**src/rtl/layernorm_pkg.sv**
```systemverilog
// -----------------------------------------------------------------------------
// layernorm_pkg
// Shared definitions for the LayerNorm statistics block and the downstream
// normalizer: FSM state encoding, element and output widths, and a
// saturating subtract helper used for the variance.
// -----------------------------------------------------------------------------
package layernorm_pkg;

    // Element width: signed int16 taken from input_data[15:0]
    localparam int ELEM_W = 16;
    // Output widths handed to the normalizer
    localparam int MEAN_W = 16;
    localparam int VAR_W  = 32;

    // Row statistics FSM
    typedef enum logic [1:0] {
        ACCUM = 2'd0,
        CALC  = 2'd1,
        HOLD  = 2'd2
    } ln_state_t;

    // Unsigned a - b clamped at zero, result truncated to VAR_W bits.
    // Operands are zero-extended to 64 bits by the caller so any row length
    // fits without loss.
    function automatic logic [VAR_W-1:0] sat_sub_var(input logic [63:0] a,
                                                     input logic [63:0] b);
        logic [63:0] diff;
        if (a < b) begin
            diff = 64'd0;
        end else begin
            diff = a - b;
        end
        return diff[VAR_W-1:0];
    endfunction

endpackage : layernorm_pkg

```
**src/rtl/layernorm_stats.sv**
```systemverilog
// -----------------------------------------------------------------------------
// layernorm_stats
// Accumulates one row of N = 2^LOG2_N signed int16 elements and produces the
// row mean and (population) variance consumed by the LayerNorm normalizer.
//
// Ports
//   clk          in   single clock, all state updates on the rising edge
//   rst_n        in   asynchronous active-low reset
//   valid_in     in   input element valid
//   in_ready     out  block can accept an element (ACCUM only)
//   input_data   in   [15:0] signed element, [31:16] ignored
//   valid_out    out  row statistics valid (HOLD only)
//   out_ready    in   downstream accepts the statistics
//   out_mean     out  signed row mean, floor(sum / N)
//   out_var      out  unsigned variance, (sumsq / N) - mean^2 clamped at 0
//
// Flow: ACCUM collects N elements, CALC registers mean/var for one cycle,
// HOLD presents them until the output handshake, then the next row starts
// from cleared accumulators.
// -----------------------------------------------------------------------------
module layernorm_stats
    import layernorm_pkg::*;
#(
    parameter int LOG2_N = 6
) (
    input  logic                     clk,
    input  logic                     rst_n,
    input  logic                     valid_in,
    output logic                     in_ready,
    input  logic [31:0]              input_data,
    output logic                     valid_out,
    input  logic                     out_ready,
    output logic signed [MEAN_W-1:0] out_mean,
    output logic [VAR_W-1:0]         out_var
);

    // Accumulator widths chosen so a full row of worst-case int16 values
    // cannot overflow: |x| <= 2^15, x^2 <= 2^30, N terms add LOG2_N bits.
    localparam int SUM_W = ELEM_W + LOG2_N;
    localparam int SQ_W  = 2 * ELEM_W + LOG2_N;

    ln_state_t                 state_r;
    ln_state_t                 next_state_s;
    logic [LOG2_N-1:0]         cnt_r;
    logic signed [SUM_W-1:0]   sum_r;
    logic [SQ_W-1:0]           sumsq_r;
    logic signed [MEAN_W-1:0]  mean_r;
    logic [VAR_W-1:0]          var_r;

    logic                      accept_s;
    logic                      last_s;
    logic                      out_fire_s;
    logic signed [ELEM_W-1:0]  elem_s;
    logic signed [2*ELEM_W-1:0] elem_sq_s;
    logic signed [SUM_W-1:0]   sum_shift_s;
    logic signed [MEAN_W-1:0]  mean_s;
    logic signed [2*MEAN_W-1:0] mean_sq_s;
    logic [SQ_W-1:0]           sq_avg_s;
    logic [VAR_W-1:0]          var_s;
    logic                      unused_hi_s;

    // Upper half of the input word carries no information for this block
    assign unused_hi_s = ^input_data[31:16];

    assign elem_s     = input_data[ELEM_W-1:0];
    assign accept_s   = valid_in && (state_r == ACCUM);
    // Counter sits at all-ones while waiting for element N
    assign last_s     = accept_s && (&cnt_r);
    assign out_fire_s = (state_r == HOLD) && out_ready;

    // Square of the incoming element; always non-negative, fits 31 bits
    assign elem_sq_s = elem_s * elem_s;

    // Arithmetic shift gives floor toward minus infinity; the shifted value
    // always fits MEAN_W bits because the sum has exactly LOG2_N guard bits.
    assign sum_shift_s = sum_r >>> LOG2_N;
    assign mean_s      = sum_shift_s[MEAN_W-1:0];
    assign mean_sq_s   = mean_s * mean_s;
    assign sq_avg_s    = sumsq_r >> LOG2_N;
    assign var_s       = sat_sub_var(64'(sq_avg_s), 64'($unsigned(mean_sq_s)));

    // FSM state register
    always_ff @(posedge clk or negedge rst_n) begin
        if (!rst_n) begin
            state_r <= ACCUM;
        end else begin
            state_r <= next_state_s;
        end
    end

    // FSM next-state and handshake outputs
    always_comb begin
        next_state_s = state_r;
        in_ready     = 1'b0;
        valid_out    = 1'b0;
        case (state_r)
            ACCUM: begin
                in_ready = 1'b1;
                if (last_s) begin
                    next_state_s = CALC;
                end else begin
                    next_state_s = ACCUM;
                end
            end
            CALC: begin
                next_state_s = HOLD;
            end
            HOLD: begin
                valid_out = 1'b1;
                if (out_ready) begin
                    next_state_s = ACCUM;
                end else begin
                    next_state_s = HOLD;
                end
            end
            default: begin
                next_state_s = ACCUM;
            end
        endcase
    end

    // Element counter and row accumulators; cleared when the result is taken
    always_ff @(posedge clk or negedge rst_n) begin
        if (!rst_n) begin
            cnt_r   <= {LOG2_N{1'b0}};
            sum_r   <= {SUM_W{1'b0}};
            sumsq_r <= {SQ_W{1'b0}};
        end else if (accept_s) begin
            cnt_r   <= cnt_r + {{(LOG2_N-1){1'b0}}, 1'b1};
            sum_r   <= sum_r + {{LOG2_N{elem_s[ELEM_W-1]}}, elem_s};
            sumsq_r <= sumsq_r + {{LOG2_N{1'b0}}, $unsigned(elem_sq_s)};
        end else if (out_fire_s) begin
            cnt_r   <= {LOG2_N{1'b0}};
            sum_r   <= {SUM_W{1'b0}};
            sumsq_r <= {SQ_W{1'b0}};
        end else begin
            cnt_r   <= cnt_r;
            sum_r   <= sum_r;
            sumsq_r <= sumsq_r;
        end
    end

    // Result registers: loaded at the end of CALC, frozen through HOLD
    always_ff @(posedge clk or negedge rst_n) begin
        if (!rst_n) begin
            mean_r <= {MEAN_W{1'b0}};
            var_r  <= {VAR_W{1'b0}};
        end else if (state_r == CALC) begin
            mean_r <= mean_s;
            var_r  <= var_s;
        end else begin
            mean_r <= mean_r;
            var_r  <= var_r;
        end
    end

    assign out_mean = mean_r;
    assign out_var  = var_r;

endmodule : layernorm_stats

```
**config.mk**
```make
export PLATFORM = sky130hd
export DESIGN_NAME = layernorm_stats
export DESIGN_NICKNAME = d
export VERILOG_FILES = /design/src/rtl/layernorm_pkg.sv /design/src/rtl/layernorm_stats.sv
export SDC_FILE = /design/constraint.sdc
export NUM_CORES = 2
export LEC_CHECK = 0
export BUFFER_PORTS_ARGS = -buffer_cell sky130_fd_sc_hd__buf_2
export CORE_MARGIN = 4
export CORE_UTILIZATION = 45
export DETAILED_ROUTE_END_ITERATION = 8
export GPL_TIMING_DRIVEN = 0
export SYNTH_ARGS = -nofsm -noshare
export SYNTH_HDL_FRONTEND = slang
export SYNTH_SLANG_ARGS = --single-unit
```
**constraint.sdc**
```tcl
create_clock -name clk -period 10 [get_ports clk]
set_clock_uncertainty 0.2 [all_clocks]
set_input_delay 0.5 -clock clk [delete_from_list [all_inputs] [get_ports clk]]
set_output_delay 0.5 -clock clk [all_outputs]
set_load 0.02 [all_outputs]
```
==> results by group <==
Status
  • Status: finished, final reports clean

Synthesis
  • Post-Syn Instances: 2906
  • Mapped cell area: 26300 um^2
  • Ranking of synthesized cells by area: fa_1 (37%), ha_1 (12%), dfrtp_1 (11%)
  • Synth warn: 0
  • Register area share after synthesis: 11.0%
  • Cell taking the most area after synthesis: fa_1
  • Yosys top cell area share: 36.5%
  • Synthesized Nets: 3678
  • Seq cells post-synth: 116
  • Library cells used by synthesis: 81
  • Mapped Avg Cell Area: 9.05 um^2
  • EDFF count, synth: 0
  • Asr flop ratio synth: 100%
  • Synth Flop Type: dfrtp_1

Cells and area
  • Most common cell after layout, fill and taps aside: inv_1
  • Most frequent cells in the layout: inv_1 (667), fa_1 (480), nand2_1 (287)
  • Fraction of layout instances using a drive strength above 1: 5.52%
  • Finished Core Util: 48.9%
  • Number of nets in the layout: 3767
  • Post-route cell area: 28300 um^2
  • Area Overhead vs Synth: 7.52%

Setup path
  • Crit-path slowest cell: clkbuf_1
  • Cells on worst reg2reg path: 35
  • Total stage count of the critical path: 35
  • Delay-heaviest family, CP: adder cells
  • Kind of critical path: reg2reg
  • Worst R2R Start: sum_r[13]
  • Setup crit end kind: register
  • Reg2reg end: out_var[1]
  • Crit. Startpoint: sum_r[13]
  • CP dominant cell by count: fa_1
  • CP required: 10.16 ns
  • Startpoint types: register
  • Critical path data arrival time: 9.75 ns
  • Worst-path maximum fanout: 10
  • CP bufs+invs: 9
  • CP Capture Point: out_var[1]
  • Slowest cell delay on critical path: 0.79 ns
  • FF-to-FF setup slack: 0.41 ns

Floorplanning
  • Die ar.: 62400 um^2
  • Cell Rows: 88
  • Core Area: 57800 um^2
  • Die H: 250 um
  • Starting density of the core: 45.5%
  • I/O pin cnt: 86
  • Die Width: 250 um

Timing
  • Worst Tran Pin Value: 1.01 ns
  • Count of final setup violators: 0
  • Final Hold Vio Count: 0
  • Fin crit period: 9.59 ns
  • Relative slew slack: 32.9%
  • Fmax: 104 MHz
  • Setup TNS: 0 ns
  • Slew Viols, Final: 0
  • Fin crit share: 95.9%

Clocking
  • Clk_lat worst skew: 0.44 ns
  • CTS tree: yes
  • CTS sink cnt: 116
  • CTS clk-pin slew, worst paths: 0.06 ns
  • CTS H-Tree Depth: 4
  • Bufs on Longest Clock Path: 2
  • Clock buffer count from CTS: 17
  • Postcts setup bufs: 0
  • CTS Root Cell: clkbuf_16

Placement
  • GP Congestion: 0.900
  • Placed inst area: 27600 um^2
  • Port Buf Inserts: 69
  • Detailed Place HPWL: 58.7 mm

Detailed routing
  • DRT Pass-1 Iters: 5
  • Vias: 19838
  • Post-route DRC violation count: 0
  • Vias per cell: 5.26
  • WL per Instance: 18.5 um
  • Antenna-violating nets left: 0
  • Initial drt markers: 1096
  • Drt total wl: 69.7 mm

Global route
  • Largest net degree at the start of global routing: 62
  • GRT Util Overall: 22.9%
  • Vias in the first global route: 20889
  • Gr ovfl total: 0
  • First-pass GRT wire length: 113 mm
  • Initial antenna violation count: 2

Worst hold path
  • WHS Path Cells: 2
  • Min-Delay Path Class: in2reg

Job
  • Max-Cap Viols: 0
[layer usage]
metal / vias to the layer above / GRT usage (%) / share of wire (%)
li1: 9289 / - / -
met1: 9931 / 31.1 / 44
met2: 508 / 37.9 / 47
met3: 110 / 3.13 / 4.9
met4: 0 / 7.73 / 3.5
met5: - / 0 / 0
[stage by stage]
stage / instances / hold WS [ns] / worst slack, ns
2_1_floorplan: 2906 / 0.00441 / 1.47
3_3_place_gp: 3740 / 0.263 / -0.0569
3_5_place_dp: 3741 / 0.271 / -0.194
4_1_cts: 3774 / 0.101 / 0.115
5_1_grt: 3773 / 0.108 / -0.000461
6_report: 3774 / 0.133 / 0.411
[Yosys cell counts (4+ instances only)]
master	number
a211o_1	8
a211oi_1	13
a21o_1	54
a21oi_1	104
a22o_1	8
a31o_2	7
a31oi_1	11
a32o_1	5
and2_1	101
and3_1	13
clkbuf_1	76
dfrtp_1	116
fa_1	480
ha_1	256
inv_1	667
mux2_2	9
mux2i_1	8
nand2_1	287
nand2b_1	30
nand3_1	25
nand4_1	15
nor2_1	114
nor2b_1	19
nor3_1	29
nor3b_1	6
o211ai_1	12
o21a_1	24
o21ai_0	106
o21ai_1	36
o21bai_1	10
o31ai_1	18
o41ai_1	4
or2_2	8
or3_1	8
or4_1	5
xnor2_1	88
xor2_1	59
[registers in the layout, summed over array words and instances, names as in the netlist]
signal    flops
cnt_r         6
sum_r        22
sumsq_r      38
state_r       2
out_var      32
out_mean     16
[worst min path at each step]
| stage | end | slack [ns] | start |
|---|---|---|---|
| floorplan | cnt_r[0] | 0.004 | rst_n |
| global placement | out_mean[8] | 0.26 | out_mean[8] |
| detailed placement | out_var[21] | 0.27 | out_var[21] |
| CTS | state_r[1] | 0.10 | out_ready |
| global route | state_r[1] | 0.11 | out_ready |
| finish | state_r[1] | 0.13 | out_ready |
[timing repair]
item | in CTS | in global routing
setup endpoints to repair | 0 | 37
hold endpoints to repair | 60 | 0
resized for setup | 0 | 20
hold buffers | 1 | 0
[worst register-to-register path, delay by kind of cell (launching register included)]
kind	cells	cell delay [ns]
compound gates	9	2.38
xor+xnor	1	0.19
buf+inv	9	1.75
simple gates	8	0.95
flops	1	0.52
fa+ha+maj	8	3.54
[final cells by class]
| class | instances | area, um^2 |
|---|---|---|
| flip-flops and latches | 116 | 2900 |
| repair buffers | 71 | 389 |
| inverters | 668 | 2510 |
| clock inverters | 11 | 149 |
| fillers | 5496 | 29500 |
| well taps | 765 | 957 |
| diodes | 1 | 2.50 |
| multi-input cells | 2041 | 20600 |
| plain buffers | 80 | 317 |
| clock buffers | 21 | 470 |
[cells by family after synthesis]
family          synth area share, %
fa+ha+maj                      48.7
buf+inv                        10.7
flops                          11.0
compound gates                 11.8
simple gates                   12.2
xor+xnor                       4.89
mux                           0.690
Power is not shown: default switching activity piles up to over one toggle a cycle in this logic, so the estimate is an artifact.
